===== src/rtl/pc_sequencer_pkg.sv =====
// Shared definitions for the PC sequencer: default widths, reset PC,
// increment constant and the sequencer state encoding.
package pc_sequencer_pkg;

    localparam int ADDR_W_DEF   = 5;
    localparam int RESET_PC_DEF = 0;
    localparam int INC_DEF      = 1;

    // BOOT: one dead cycle after reset; RUN: fetching; WAIT: fetch held
    // by stall/imem; HALT: frozen until resume.
    typedef enum logic [1:0] {
        ST_BOOT = 2'd0,
        ST_RUN  = 2'd1,
        ST_WAIT = 2'd2,
        ST_HALT = 2'd3
    } seq_state_e;

    // True for the states in which the address on pc is a real fetch.
    function automatic logic is_fetch_state(seq_state_e s);
        return (s == ST_RUN) || (s == ST_WAIT);
    endfunction

endpackage


===== src/rtl/pc_sequencer_if.sv =====
// Bundle between the PC sequencer and the rest of the core: PC/incrementer
// operands, redirect requests, fetch handshake and halt control.
// slave  = the sequencer itself, master = the core/fetch side driving it.
interface pc_sequencer_if #(
    parameter int ADDR_W = pc_sequencer_pkg::ADDR_W_DEF
);
    logic [ADDR_W-1:0] pc;
    logic [ADDR_W-1:0] pc_inc;
    logic [ADDR_W-1:0] pc_next_seq;
    logic              branch_en;
    logic [ADDR_W-1:0] branch_target;
    logic              jump_en;
    logic [ADDR_W-1:0] jump_target;
    logic              stall;
    logic              imem_ready;
    logic              halt_req;
    logic              resume;
    logic              fetch_valid;
    logic              halted;
    logic              wrap;

    modport slave (
        output pc, pc_inc, fetch_valid, halted, wrap,
        input  pc_next_seq, branch_en, branch_target, jump_en, jump_target,
               stall, imem_ready, halt_req, resume
    );

    modport master (
        input  pc, pc_inc, fetch_valid, halted, wrap,
        output pc_next_seq, branch_en, branch_target, jump_en, jump_target,
               stall, imem_ready, halt_req, resume
    );

endinterface


===== src/rtl/pc_sequencer_next_sel.sv =====
// Next-PC priority mux: live jump, then live branch, then a redirect that
// was parked while fetch was held, then the incrementer's sequential sum.
// Also flags a sequential step that rolled over the top of the address space.
module pc_next_sel
    import pc_sequencer_pkg::*;
#(
    parameter int ADDR_W = ADDR_W_DEF
) (
    input  logic [ADDR_W-1:0] pc_i,
    input  logic [ADDR_W-1:0] pc_next_seq_i,
    input  logic              jump_en_i,
    input  logic [ADDR_W-1:0] jump_target_i,
    input  logic              branch_en_i,
    input  logic [ADDR_W-1:0] branch_target_i,
    input  logic              pend_v_i,
    input  logic [ADDR_W-1:0] pend_pc_i,
    output logic [ADDR_W-1:0] next_pc_o,
    output logic              redirect_v_o,
    output logic [ADDR_W-1:0] redirect_pc_o,
    output logic              seq_sel_o,
    output logic              seq_wrap_o
);

    // Resolve the live redirect (jump beats branch), then pick the next PC.
    always_comb begin
        redirect_v_o  = jump_en_i | branch_en_i;
        redirect_pc_o = jump_en_i ? jump_target_i : branch_target_i;
        next_pc_o     = pc_next_seq_i;
        seq_sel_o     = 1'b0;
        if (redirect_v_o) begin
            next_pc_o = redirect_pc_o;
        end else if (pend_v_i) begin
            next_pc_o = pend_pc_i;
        end else begin
            next_pc_o = pc_next_seq_i;
            seq_sel_o = 1'b1;
        end
        seq_wrap_o = seq_sel_o & (pc_next_seq_i < pc_i);
    end

endmodule


===== src/rtl/pc_sequencer.sv =====
// Program-counter register and next-PC sequencer for the single-cycle core.
// Owns the PC, the parked-redirect register and the BOOT/RUN/WAIT/HALT FSM;
// the adder that forms pc + pc_inc lives outside and feeds pc_next_seq back.
module pc_sequencer
    import pc_sequencer_pkg::*;
#(
    parameter int ADDR_W   = ADDR_W_DEF,
    parameter int RESET_PC = RESET_PC_DEF,
    parameter int INC      = INC_DEF
) (
    input  logic          clk,
    input  logic          rst_n,
    pc_sequencer_if.slave bus
);

    localparam logic [ADDR_W-1:0] RESET_PC_V = ADDR_W'(RESET_PC);
    localparam logic [ADDR_W-1:0] INC_V      = ADDR_W'(INC);

    seq_state_e        state_q;
    logic [ADDR_W-1:0] pc_q;
    logic              pend_v_q;
    logic [ADDR_W-1:0] pend_pc_q;
    logic              fetch_valid_q;
    logic              halted_q;
    logic              wrap_q;

    logic              advance;
    logic [ADDR_W-1:0] next_pc;
    logic              redirect_v;
    logic [ADDR_W-1:0] redirect_pc;
    logic              seq_sel;
    logic              seq_wrap;

    assign advance = bus.imem_ready & ~bus.stall;

    pc_next_sel #(
        .ADDR_W(ADDR_W)
    ) u_next_sel (
        .pc_i           (pc_q),
        .pc_next_seq_i  (bus.pc_next_seq),
        .jump_en_i      (bus.jump_en),
        .jump_target_i  (bus.jump_target),
        .branch_en_i    (bus.branch_en),
        .branch_target_i(bus.branch_target),
        .pend_v_i       (pend_v_q),
        .pend_pc_i      (pend_pc_q),
        .next_pc_o      (next_pc),
        .redirect_v_o   (redirect_v),
        .redirect_pc_o  (redirect_pc),
        .seq_sel_o      (seq_sel),
        .seq_wrap_o     (seq_wrap)
    );

    // Sequencer FSM with PC, parked redirect and registered status outputs.
    always_ff @(posedge clk or negedge rst_n) begin
        if (!rst_n) begin
            state_q       <= ST_BOOT;
            pc_q          <= RESET_PC_V;
            pend_v_q      <= 1'b0;
            pend_pc_q     <= '0;
            fetch_valid_q <= 1'b0;
            halted_q      <= 1'b0;
            wrap_q        <= 1'b0;
        end else begin
            wrap_q <= 1'b0;
            case (state_q)
                ST_BOOT: begin
                    state_q       <= ST_RUN;
                    fetch_valid_q <= is_fetch_state(ST_RUN);
                    halted_q      <= 1'b0;
                end
                ST_RUN, ST_WAIT: begin
                    if (bus.halt_req) begin
                        state_q       <= ST_HALT;
                        fetch_valid_q <= is_fetch_state(ST_HALT);
                        halted_q      <= 1'b1;
                    end else if (!advance) begin
                        state_q       <= ST_WAIT;
                        fetch_valid_q <= is_fetch_state(ST_WAIT);
                        if (redirect_v) begin
                            pend_v_q  <= 1'b1;
                            pend_pc_q <= redirect_pc;
                        end
                    end else begin
                        state_q       <= ST_RUN;
                        fetch_valid_q <= is_fetch_state(ST_RUN);
                        pc_q          <= next_pc;
                        pend_v_q      <= 1'b0;
                        wrap_q        <= seq_sel & seq_wrap;
                    end
                end
                ST_HALT: begin
                    if (bus.resume && !bus.halt_req) begin
                        state_q       <= ST_RUN;
                        fetch_valid_q <= is_fetch_state(ST_RUN);
                        halted_q      <= 1'b0;
                    end
                end
                default: begin
                    state_q       <= ST_BOOT;
                    fetch_valid_q <= 1'b0;
                    halted_q      <= 1'b0;
                end
            endcase
        end
    end

    assign bus.pc          = pc_q;
    assign bus.pc_inc      = INC_V;
    assign bus.fetch_valid = fetch_valid_q;
    assign bus.halted      = halted_q;
    assign bus.wrap        = wrap_q;

endmodule

===== src/flat_wrapper.sv =====
// flat-port wrapper written by rule: the top's interface ports become plain ports
module pc_sequencer_flat import pc_sequencer_pkg::*;
#(
    parameter int ADDR_W   = ADDR_W_DEF,
    parameter int RESET_PC = RESET_PC_DEF,
    parameter int INC      = INC_DEF
)
  (clk, rst_n, bus_pc, bus_pc_inc, bus_fetch_valid, bus_halted, bus_wrap, bus_pc_next_seq, bus_branch_en, bus_branch_target, bus_jump_en, bus_jump_target, bus_stall, bus_imem_ready, bus_halt_req, bus_resume);
  pc_sequencer_if #(.ADDR_W(ADDR_W)) bus_i ();
  input  logic clk;
  input  logic rst_n;
  output wire logic [$bits(bus_i.pc)-1:0] bus_pc;
  output wire logic [$bits(bus_i.pc_inc)-1:0] bus_pc_inc;
  output wire logic [$bits(bus_i.fetch_valid)-1:0] bus_fetch_valid;
  output wire logic [$bits(bus_i.halted)-1:0] bus_halted;
  output wire logic [$bits(bus_i.wrap)-1:0] bus_wrap;
  input wire logic [$bits(bus_i.pc_next_seq)-1:0] bus_pc_next_seq;
  input wire logic [$bits(bus_i.branch_en)-1:0] bus_branch_en;
  input wire logic [$bits(bus_i.branch_target)-1:0] bus_branch_target;
  input wire logic [$bits(bus_i.jump_en)-1:0] bus_jump_en;
  input wire logic [$bits(bus_i.jump_target)-1:0] bus_jump_target;
  input wire logic [$bits(bus_i.stall)-1:0] bus_stall;
  input wire logic [$bits(bus_i.imem_ready)-1:0] bus_imem_ready;
  input wire logic [$bits(bus_i.halt_req)-1:0] bus_halt_req;
  input wire logic [$bits(bus_i.resume)-1:0] bus_resume;
  assign bus_pc = bus_i.pc;
  assign bus_pc_inc = bus_i.pc_inc;
  assign bus_fetch_valid = bus_i.fetch_valid;
  assign bus_halted = bus_i.halted;
  assign bus_wrap = bus_i.wrap;
  assign bus_i.pc_next_seq = bus_pc_next_seq;
  assign bus_i.branch_en = bus_branch_en;
  assign bus_i.branch_target = bus_branch_target;
  assign bus_i.jump_en = bus_jump_en;
  assign bus_i.jump_target = bus_jump_target;
  assign bus_i.stall = bus_stall;
  assign bus_i.imem_ready = bus_imem_ready;
  assign bus_i.halt_req = bus_halt_req;
  assign bus_i.resume = bus_resume;
  pc_sequencer #(.ADDR_W(ADDR_W), .RESET_PC(RESET_PC), .INC(INC)) u_core (.clk(clk), .rst_n(rst_n), .bus(bus_i));
endmodule

===== config.mk =====
export PLATFORM = sky130hd
export DESIGN_NAME = pc_sequencer_flat
export DESIGN_NICKNAME = d
export VERILOG_FILES = /design/src/rtl/pc_sequencer_pkg.sv /design/src/rtl/pc_sequencer_if.sv /design/src/rtl/pc_sequencer_next_sel.sv /design/src/rtl/pc_sequencer.sv /design/src/flat_wrapper.sv
export SDC_FILE = /design/constraint.sdc
export NUM_CORES = 1
export LEC_CHECK = 0
export BUFFER_PORTS_ARGS = -buffer_cell sky130_fd_sc_hd__buf_4
export CAP_MARGIN = 30
export CORE_ASPECT_RATIO = 0.8
export CORE_UTILIZATION = 49
export CTS_BUF_LIST = sky130_fd_sc_hd__clkbuf_16
export DETAILED_ROUTE_END_ITERATION = 12
export GPL_TIMING_DRIVEN = 0
export PLACE_DENSITY = 0.78
export SKIP_CTS_REPAIR_TIMING = 1
export SYNTH_ARGS = -nofsm -noshare
export SYNTH_HDL_FRONTEND = slang
export SYNTH_HIERARCHICAL = 1
export SYNTH_SLANG_ARGS = --single-unit

===== constraint.sdc =====
create_clock -name clk -period 2.1 [get_ports clk]
set_input_delay 0.315 -clock clk [delete_from_list [all_inputs] [get_ports clk]]
set_output_delay 0.315 -clock clk [all_outputs]
set_load 0.005 [all_outputs]

Yosys cells after proc, flatten, opt, wreduce, memory -nomap -nowiden
Index checks and enable logic that the tools add are counted.
Widths: inputs -> output; s select.
{"block": "classes", "magnitude_cmp": 1, "eq_ne": 5, "mux": 20, "n_bitwise": 7, "n_reduce_logical": 9}
{"cell": "$mux 5", "count": 3}
{"cell": "$mux 1", "count": 11}
{"cell": "$mux 2", "count": 3}
{"cell": "$pmux 1 s3", "count": 2}
{"cell": "$pmux 2 s3", "count": 1}
{"cell": "$reduce_and 3->1", "count": 2}
{"cell": "$lt 5x5->1", "count": 1}
{"cell": "$eq 2x2->1 const B", "count": 2}
{"cell": "$reduce_and 4->1", "count": 1}
{"cell": "$and 1x1->1", "count": 3}
{"cell": "$not 1->1", "count": 3}
{"cell": "$eq 2x1->1 const B", "count": 1}
{"cell": "$logic_not 2->1", "count": 1}
{"cell": "$ne 2x1->1 const B", "count": 1}
{"cell": "$ne 2x2->1 const B", "count": 1}
{"cell": "$reduce_and 2->1", "count": 1}
{"cell": "$reduce_bool 2->1", "count": 1}
{"cell": "$reduce_or 2->1", "count": 1}
{"cell": "$logic_and 1x1->1", "count": 1}
{"cell": "$logic_not 1->1", "count": 1}
{"cell": "$or 1x1->1", "count": 1}
{"block": "totals", "reg_bits": 16, "input_bits": 23, "output_inout_bits": 13, "word_cells": 49}

Longest topological paths before layout
Gate-level depths: netlist (run 1).
{"block": "depth", "ltp_word": 7, "depth_mapped": 7, "ltp_nobuf": 6}

Cells and area by module
Netlist (run 1), hierarchy kept.
{"mod": "pc_sequencer", "instances": 1, "cells_each": 59, "area_each_um2": 754.5, "seq_area_each_um2": 400.4}
{"mod": "pc_next_sel", "instances": 1, "cells_each": 41, "area_each_um2": 335.3, "seq_area_each_um2": 0.0}

Worst setup path after synthesis (run 1)
OpenSTA, ideal clock, no wires.
{"block": "synth_path", "path_kind": "register to register", "start": "register u_core.state_q[0]", "end": "register u_core.pc_q[0], in the netlist u_core/bus.pc[0]", "setup_ns": 0.125, "arrival_ns": 1.339, "t_required_ns": 1.975, "path_slack_ns": 0.636, "path_stages_with_launch": 5, "path_buffers": 0, "synth_period_minus_slack_ns": 1.464, "path_cell_list": "dfrtp_1 ha_1 nand2b_1 nor2_4 mux2_2"}
{"block": "synth_between", "elab_chain_len": 3, "elab_cells_between_ends": 4, "classes_between": "eq/ne: 2; reduce/logical: 2"}
{"item": "start: declaration", "line": "pc_sequencer.sv:19", "source": "seq_state_e state_q;"}
{"item": "start signal: assignment", "line": "pc_sequencer.sv:57", "source": "state_q <= ST_BOOT;"}
{"item": "start signal: assignment", "line": "pc_sequencer.sv:68", "source": "state_q <= ST_RUN;"}
{"item": "start signal: assignment", "line": "pc_sequencer.sv:74", "source": "state_q <= ST_HALT;"}
{"item": "$eq 2x1->1 / $eq 2x2->1 (equally long branches)", "line": "pc_sequencer.sv:66", "source": "case (state_q)"}
{"item": "$reduce_or 2->1 *", "line": "pc_sequencer.sv:66"}
{"item": "$reduce_and 3->1 (no source line) *"}
{"item": "end signal: assignment", "line": "pc_sequencer.sv:87", "source": "pc_q <= next_pc;"}
{"item": "end: declaration", "line": "pc_sequencer.sv:20", "source": "logic [ADDR_W-1:0] pc_q;"}
Every way passes the cells marked *; elsewhere a longest branch is shown, timed or not.
A chain may end at the register's enable or synchronous reset.

Worst setup path after layout (run 1)
{"block": "layout_path", "start": "register u_core.state_q[0]", "end": "register u_core.pc_q[2], in the netlist u_core/bus.pc[2]"}
Same word-level chain as after synthesis.

==> results of run 1 <==
## synth_stat cells, types with 2 or more instances
| cell | instances |
|---|---|
| sky130_fd_sc_hd__a31oi_1 | 2 |
| sky130_fd_sc_hd__nand2b_1 | 3 |
| sky130_fd_sc_hd__dfrtp_1 | 16 |
| sky130_fd_sc_hd__nor2_1 | 6 |
| sky130_fd_sc_hd__nor2_4 | 2 |
| sky130_fd_sc_hd__mux2_4 | 10 |
| sky130_fd_sc_hd__ha_1 | 5 |
| sky130_fd_sc_hd__a21oi_1 | 11 |
| sky130_fd_sc_hd__buf_6 | 3 |
| sky130_fd_sc_hd__conb_1 | 2 |
| sky130_fd_sc_hd__o21ai_0 | 2 |
| sky130_fd_sc_hd__inv_1 | 9 |
| sky130_fd_sc_hd__mux2i_1 | 5 |
| sky130_fd_sc_hd__nand2_1 | 3 |
| sky130_fd_sc_hd__buf_4 | 6 |
| sky130_fd_sc_hd__mux2_2 | 5 |
## power by group
group,total (uW),internal [uW],switching (uW),leakage (uW)
registers,553,458,95.0,0.000186
clock network,366,250,116,0.0000370
logic,830,479,351,0.000512
total,1750,1190,562,0.000736
## routing by layer
| metal | track usage | wire length (um) | vias to the layer above |
|---|---|---|---|
| met5 | 0 | 0 | - |
| li1 | - | - | 405 |
| met2 | 0.330 | 1010 | 23 |
| met4 | 0.0615 | 26 | 0 |
| met1 | 0.267 | 1030 | 362 |
| met3 | 0.0756 | 112 | 5 |
## metrics by stage
| step | power [uW] | hold slack (ps) | util | setup slack (ps) | instances |
|---|---|---|---|---|---|
| 2_1_floorplan | 1120 | 19.4 | - | 636 | 103 |
| 6_report | 1750 | 325 | 0.724 | 409 | 160 |
| 3_3_place_gp | 1350 | 188 | 0.681 | 476 | 156 |
| 4_1_cts | 1760 | -72.2 | 0.719 | 431 | 159 |
| 5_1_grt | 1880 | 340 | 0.724 | 379 | 160 |
| 3_5_place_dp | 1380 | 191 | 0.681 | 436 | 156 |
## layout make-up
class / instances / area, sq um / share of cell area
tap: 24 / 30.0 / 0.0209
multi-input combinational: 69 / 588 / 0.410
clock buffer: 3 / 75.1 / 0.0524
buffer: 9 / 78.8 / 0.0550
inverter: 9 / 33.8 / 0.0236
timing repair buffer: 30 / 228 / 0.159
sequential: 16 / 400 / 0.279
## logic make-up after synthesis
logic type / count (synthesis) / share of synthesized area
and+or+nand+nor: 21 / 0.131
muxes: 20 / 0.235
AOI/OAI and AO/OA: 18 / 0.0987
buffers and inverters: 18 / 0.103
DFF: 16 / 0.367
adders and majority gates: 5 / 0.0574
other: 2 / 0.00689
## sequential cells by signal (all words and copies together) (netlist names)
register	count
u_core/bus.fetch_valid	1
u_core/bus.halted	1
u_core/bus.pc	5
u_core/bus.wrap	1
u_core/pend_pc_q	5
u_core/pend_v_q	1
u_core/state_q	2
## worst paths after layout
check | slack [ps] | endpoint | from | cells past startpoint
worst max register to register | 410 | u_core/bus.pc[2] | u_core/state_q[0] | 4
max in group asynchronous | 1460 | u_core/state_q[1] | rst_n | 2
worst max-delay path | 410 | u_core/bus.pc[2] | u_core/state_q[0] | 4
worst min-delay path | 320 | u_core/bus.fetch_valid | bus_resume | 2
worst min register to register | 500 | u_core/pend_v_q | u_core/pend_v_q | 2
min in group asynchronous | 450 | u_core/pend_pc_q[0] | rst_n | 2
## worst max-delay path, delay by kind of cell (launching register included)
kind / cells / cell delay [ps]
flip-flops: 1 / 390
adder cells (fa/ha/maj): 1 / 410
multiplexers: 1 / 370
AND/OR/NAND/NOR: 2 / 410
==> flow_summary.ini, run 1 <==
[drt]
first_pass_iters = 4
drc_viols = 0
vias_per_cell = 4.97
wl_per_cell_um = 13.6
antenna_violating_nets_post_route = 0
route.final.wire_length_um = 2180
drt_first_iter_violations = 14
num_vias = 795

[clock_network]
cts.reportedPaths.clkPinSlew_ps = 50
clock_insertion_delay_worst_skew_ps = 250
clock_sink_count = 16
cts_tree = yes
clock_tree.root_cell = sky130_fd_sc_hd__clkbuf_16
h-tree-depth = 1
cts_bufs_inserted = 3
cts.path.max_buffers = 2

[logic_synthesis]
post_synth.cell_area_avg_sq_um = 10.9
synth_largest_area_cell = sky130_fd_sc_hd__dfrtp_1
seq_area_frac_synth = 0.367
yosys-top-cells-area = sky130_fd_sc_hd__dfrtp_1 37%, sky130_fd_sc_hd__mux2_4 14%, sky130_fd_sc_hd__ha_1 5.7%
postSynthCellCount = 100
warnings_synthesis = 6
synth_edf_count = 0
yosys_reg_bits = 16
ys_types = 26
synthesis.area_sq_um = 1090
synthDominantCellAreaShare = 0.367
async_reset_ff_frac = 1.00
synthFlopType = sky130_fd_sc_hd__dfrtp_1

[grt]
number_of_global_route_vias_before_repair = 737
antenna_found_initial = 0
grt_start_max_net_pins = 17
grt_pass1_wl_um = 3480
grt.overflow.total = 0
globalRouteTotalUtil = 0.210

[status]
run_status = complete, no violations

[floorplanning]
pin_count = 36
rows = 14
fp.dieArea_sq_um = 2420
die-width_um = 54.7
start_util = 0.551
core_area_sq_um = 1980
die_height_um = 44.2

[sta]
timing.clock.skew_ps = 5.18
unrepaired_setup_endpoints_after_global_routing = false
final-hold-violation-count = 0
final.period_utilization = 0.805
slew_viol_final = 0
max_freq_mhz = 591
final-setup-viol-count = 0
tns_ps = 0
finalCriticalPeriod_ps = 1690

[cells_and_area]
final_layout_size_suffix_gt1_frac = 0.471
antenna-diode-count = 0
most_common_cell_after_layout_fill_and_taps_aside = sky130_fd_sc_hd__buf_4
fill_cells = 152
commonest_non_fill_non_tap_cells_in_the_layout = 35 x sky130_fd_sc_hd__buf_4, 16 x sky130_fd_sc_hd__dfrtp_1, 11 x sky130_fd_sc_hd__a21oi_1, 10 x sky130_fd_sc_hd__mux2_4, 9 x sky130_fd_sc_hd__inv_1
num-nets-final = 166
design_area_sq_um = 1430
growth_of_design_area_from_synthesis_to_finish_pct = 31.6

[worst_setup_path]
timing.critical_path.fanout_max = 7
startpoint_type = flop
critical_path_start_end_classification = reg2reg
worstPathCellList = ha_1 > nand2b_1 > nor2_4 > mux2_2
data_required_time_of_the_worst_path_ps = 2230
critical_path.endpoint_type = flop
critical_path.slowest_cell = sky130_fd_sc_hd__ha_1
critPathArrivalTime_ps = 1820
max_stage_delay_ps = 410

[placed_design]
placedInstanceArea_sq_um = 1350
hpwlAfterDp_um = 1700
routabilityCongestion = 0.831
number_of_port_buffers = 29

[run]
max-cap-violations = 0

[hold_path]
holdCritPathClass = in2reg

[pwr]
worst_case_vdd_ir_drop_v = 0.000969
power-per-cell-area_nw_per_um2 = 1220
p_leak_uw = 0.000736
(Power assumes the default switching activity.)
==> run 2: changes to the inputs <==
--- a/config.mk
+++ b/config.mk
@@ -5,6 +5,7 @@
 export SDC_FILE = /design/constraint.sdc
 export NUM_CORES = 1
 export LEC_CHECK = 0
+export ABC_AREA = 1
 export BUFFER_PORTS_ARGS = -buffer_cell sky130_fd_sc_hd__buf_4
 export CAP_MARGIN = 30
 export CORE_ASPECT_RATIO = 0.8
==> constraint.sdc (replaced) <==
create_clock -name clk -period 1.7 [get_ports clk]
set_input_delay 0.255 -clock clk [delete_from_list [all_inputs] [get_ports clk]]
set_output_delay 0.255 -clock clk [all_outputs]
set_load 0.005 [all_outputs]
==> run 2 against run 1 <==
Compared with the run above:
- first-iteration DRC count up 120%
- design area down 1.2%
- die area down 2.2%
- global-route usage up 3.1 points
- sequential power up 17%
- sequential share of layout area up 0.35 points
- routed wire length up 9.8%
- count of clock-buffer cells in the layout unchanged
- setup slack worse by 130 ps
- area after synthesis down 2.3%
- largest cell class unchanged
==> flow_summary.ini, run 2 <==
[grt]
globalRouteTotalUtil = 0.241
grt.overflow.total = 0
antenna_found_initial = 0
grt_pass1_wl_um = 3940
number_of_global_route_vias_before_repair = 921
grt_start_max_net_pins = 17

[worst_setup_path]
critical_path.endpoint_type = flop
critical_path_endpoint = u_core/bus.pc[0]
critical_path_start_end_classification = reg2reg
startpoint_type = flop
cp.depth = 6
critPathArrivalTime_ps = 1550
data_required_time_of_the_worst_path_ps = 1830
startpoint_of_the_most_critical_register_to_register_path = u_core/state_q[0]
worstPathCellList = ha_1 > inv_2 > nor2_4 > nand2_1 > nand2_1 > nand2_1
critical_path.slowest_cell = sky130_fd_sc_hd__dfrtp_1
crit_buf_inv = 1
cp_common_cell = sky130_fd_sc_hd__nand2_1
timing.reg2reg.setup_slack_ps = 280
r2r_end = u_core/bus.pc[0]
r2r.worst_path.cells = 6
timing.critical_path.fanout_max = 7
crit_path_start = u_core/state_q[0]
max_stage_delay_ps = 370
path_delay_family = simple AND/OR/NAND/NOR gates

[clock_network]
cts.path.max_buffers = 2
clock_insertion_delay_worst_skew_ps = 240
clock_tree.root_cell = sky130_fd_sc_hd__clkbuf_16
clock_sink_count = 16
h-tree-depth = 1
cts_tree = yes
cts.reportedPaths.clkPinSlew_ps = 50
cts_bufs_inserted = 3

[drt]
first_pass_iters = 4
met1Wirelength_um = 1100
num_vias = 1057
drt_first_iter_violations = 31
antenna_violating_nets_post_route = 0
detailroute.wirelength.met3_um = 136
wl_per_cell_um = 11.1
wl_met2_um = 1080
route.final.wire_length_um = 2400
drc_viols = 0
vias_per_cell = 4.92
routed.top_layer = met4

[sta]
tns_ps = 0
timing.clock.skew_ps = 1.68
max_freq_mhz = 704
slew_viol_final = 0
final-setup-viol-count = 0
finalCriticalPeriod_ps = 1420
final-hold-violation-count = 0
final.period_utilization = 0.836
unrepaired_setup_endpoints_after_global_routing = false

[floorplanning]
die-width_um = 54.1
die_height_um = 43.7
pin_count = 36
fp.dieArea_sq_um = 2360
rows = 14
core_area_sq_um = 1960
start_util = 0.543

[run]
max-cap-violations = 0

[logic_synthesis]
post_synth.cell_area_avg_sq_um = 6.91
synthFlopType = sky130_fd_sc_hd__dfrtp_1
yosys-top-cells-area = sky130_fd_sc_hd__dfrtp_1 38%, sky130_fd_sc_hd__nand2_1 23%, sky130_fd_sc_hd__ha_1 5.9%
yosys_reg_bits = 16
synth.cells.most_frequent = 65 x sky130_fd_sc_hd__nand2_1, 16 x sky130_fd_sc_hd__dfrtp_1, 16 x sky130_fd_sc_hd__inv_1, 8 x sky130_fd_sc_hd__nand3_1, 7 x sky130_fd_sc_hd__nor2_1
synth.most_common_cell = sky130_fd_sc_hd__nand2_1
postSynthCellCount = 154
synth_largest_area_cell = sky130_fd_sc_hd__dfrtp_1
synthDominantCellAreaShare = 0.376
synthesis.area_sq_um = 1060
ys_types = 19
synth_edf_count = 0
seq_area_frac_synth = 0.376
async_reset_ff_frac = 1.00
warnings_synthesis = 6

[cells_and_area]
fill_cells = 158
num-nets-final = 221
growth_of_design_area_from_synthesis_to_finish_pct = 33.0
most_common_cell_after_layout_fill_and_taps_aside = sky130_fd_sc_hd__nand2_1
antenna-diode-count = 0
final_layout_size_suffix_gt1_frac = 0.267
commonest_non_fill_non_tap_cells_in_the_layout = 65 x sky130_fd_sc_hd__nand2_1, 35 x sky130_fd_sc_hd__buf_4, 16 x sky130_fd_sc_hd__inv_1, 16 x sky130_fd_sc_hd__dfrtp_1, 8 x sky130_fd_sc_hd__nand3_1

[status]
run_status = complete, no violations

[placed_design]
routabilityCongestion = 0.806
number_of_port_buffers = 30
hpwlAfterDp_um = 1870

[pwr]
worst_case_vdd_ir_drop_v = 0.00115
power-per-cell-area_nw_per_um2 = 1370
p_leak_uw = 0.000824
tot_pwr_uw = 1950

[hold_path]
holdCritPathClass = in2reg
==> run 2: cell count changes after synthesis, moves of 3 or more <==
cell and change:
sky130_fd_sc_hd__mux2i_1 -5, sky130_fd_sc_hd__o21ai_1 +5, sky130_fd_sc_hd__nand4_1 +5, sky130_fd_sc_hd__mux2_2 -5, sky130_fd_sc_hd__inv_2 +4, sky130_fd_sc_hd__mux2_4 -10
sky130_fd_sc_hd__a21oi_1 -11, sky130_fd_sc_hd__nand3_1 +8, sky130_fd_sc_hd__nand2b_1 -3, sky130_fd_sc_hd__o21ai_0 +4, sky130_fd_sc_hd__nand2_1 +62, sky130_fd_sc_hd__inv_1 +7
==> run 2: worst min path at each step <==
stage / endpoint / from / cells past startpoint
6_report: u_core/bus.halted / bus_halt_req / 3
5_1_grt: u_core/bus.halted / bus_halt_req / 3
4_1_cts: u_core/bus.halted / rst_n / 1
3_5_place_dp: u_core/bus.halted / rst_n / 1
3_3_place_gp: u_core/bus.halted / rst_n / 1
2_1_floorplan: u_core/bus.fetch_valid / rst_n / 0
==> run 2: layer usage <==
metal  vias to the layer above  global-route usage
li1                        544                   -
met1                       457               0.298
met2                        45               0.373
met3                        11              0.0702
met4                         0               0.133
met5                         -                   0
==> run 2: cells by family after synthesis <==
family / count (synthesis) / share of synthesized area
AND/OR/NAND/NOR: 94 / 0.390
buffers and inverters: 26 / 0.116
flip-flops: 16 / 0.376
AO/OA/AOI/OAI: 11 / 0.0517
adder cells (fa/ha/maj): 5 / 0.0588
other: 2 / 0.00705
==> run 2: layout make-up <==
cell class,instances,area (sq um),area share
Buffer,6,48.8,0.0345
Inverter,20,75.1,0.0530
Sequential cell,16,400,0.283
Clock buffer,3,75.1,0.0530
Timing Repair Buffer,31,235,0.166
Tap cell,24,30.0,0.0212
Multi-Input combinational cell,115,552,0.390
==> run 2: metrics by stage <==
stage,cell area (sq um),cells,utilization,hold slack [ps],worst slack (ps)
finish,1420,215,0.722,294,279
global route,1420,215,0.722,301,190
CTS,1410,214,0.717,-135,272
detailed placement,1330,211,0.679,126,289
global placement,1330,211,0.679,123,325
floorplan,1080,157,-,-40.6,465
==> run 2: power breakdown <==
group | switching [uW] | internal, uW | total (uW)
clock network | 134 | 308 | 442
registers | 105 | 544 | 648
logic | 484 | 371 | 855
==> run 2: worst reg2reg max path, delay by kind of cell, from the launching register on <==
kind                       cells  cell delay, ps
and+or+nand+nor                4             540
DFF                            1             370
adders and majority gates      1             340
buffers and inverters          1              60
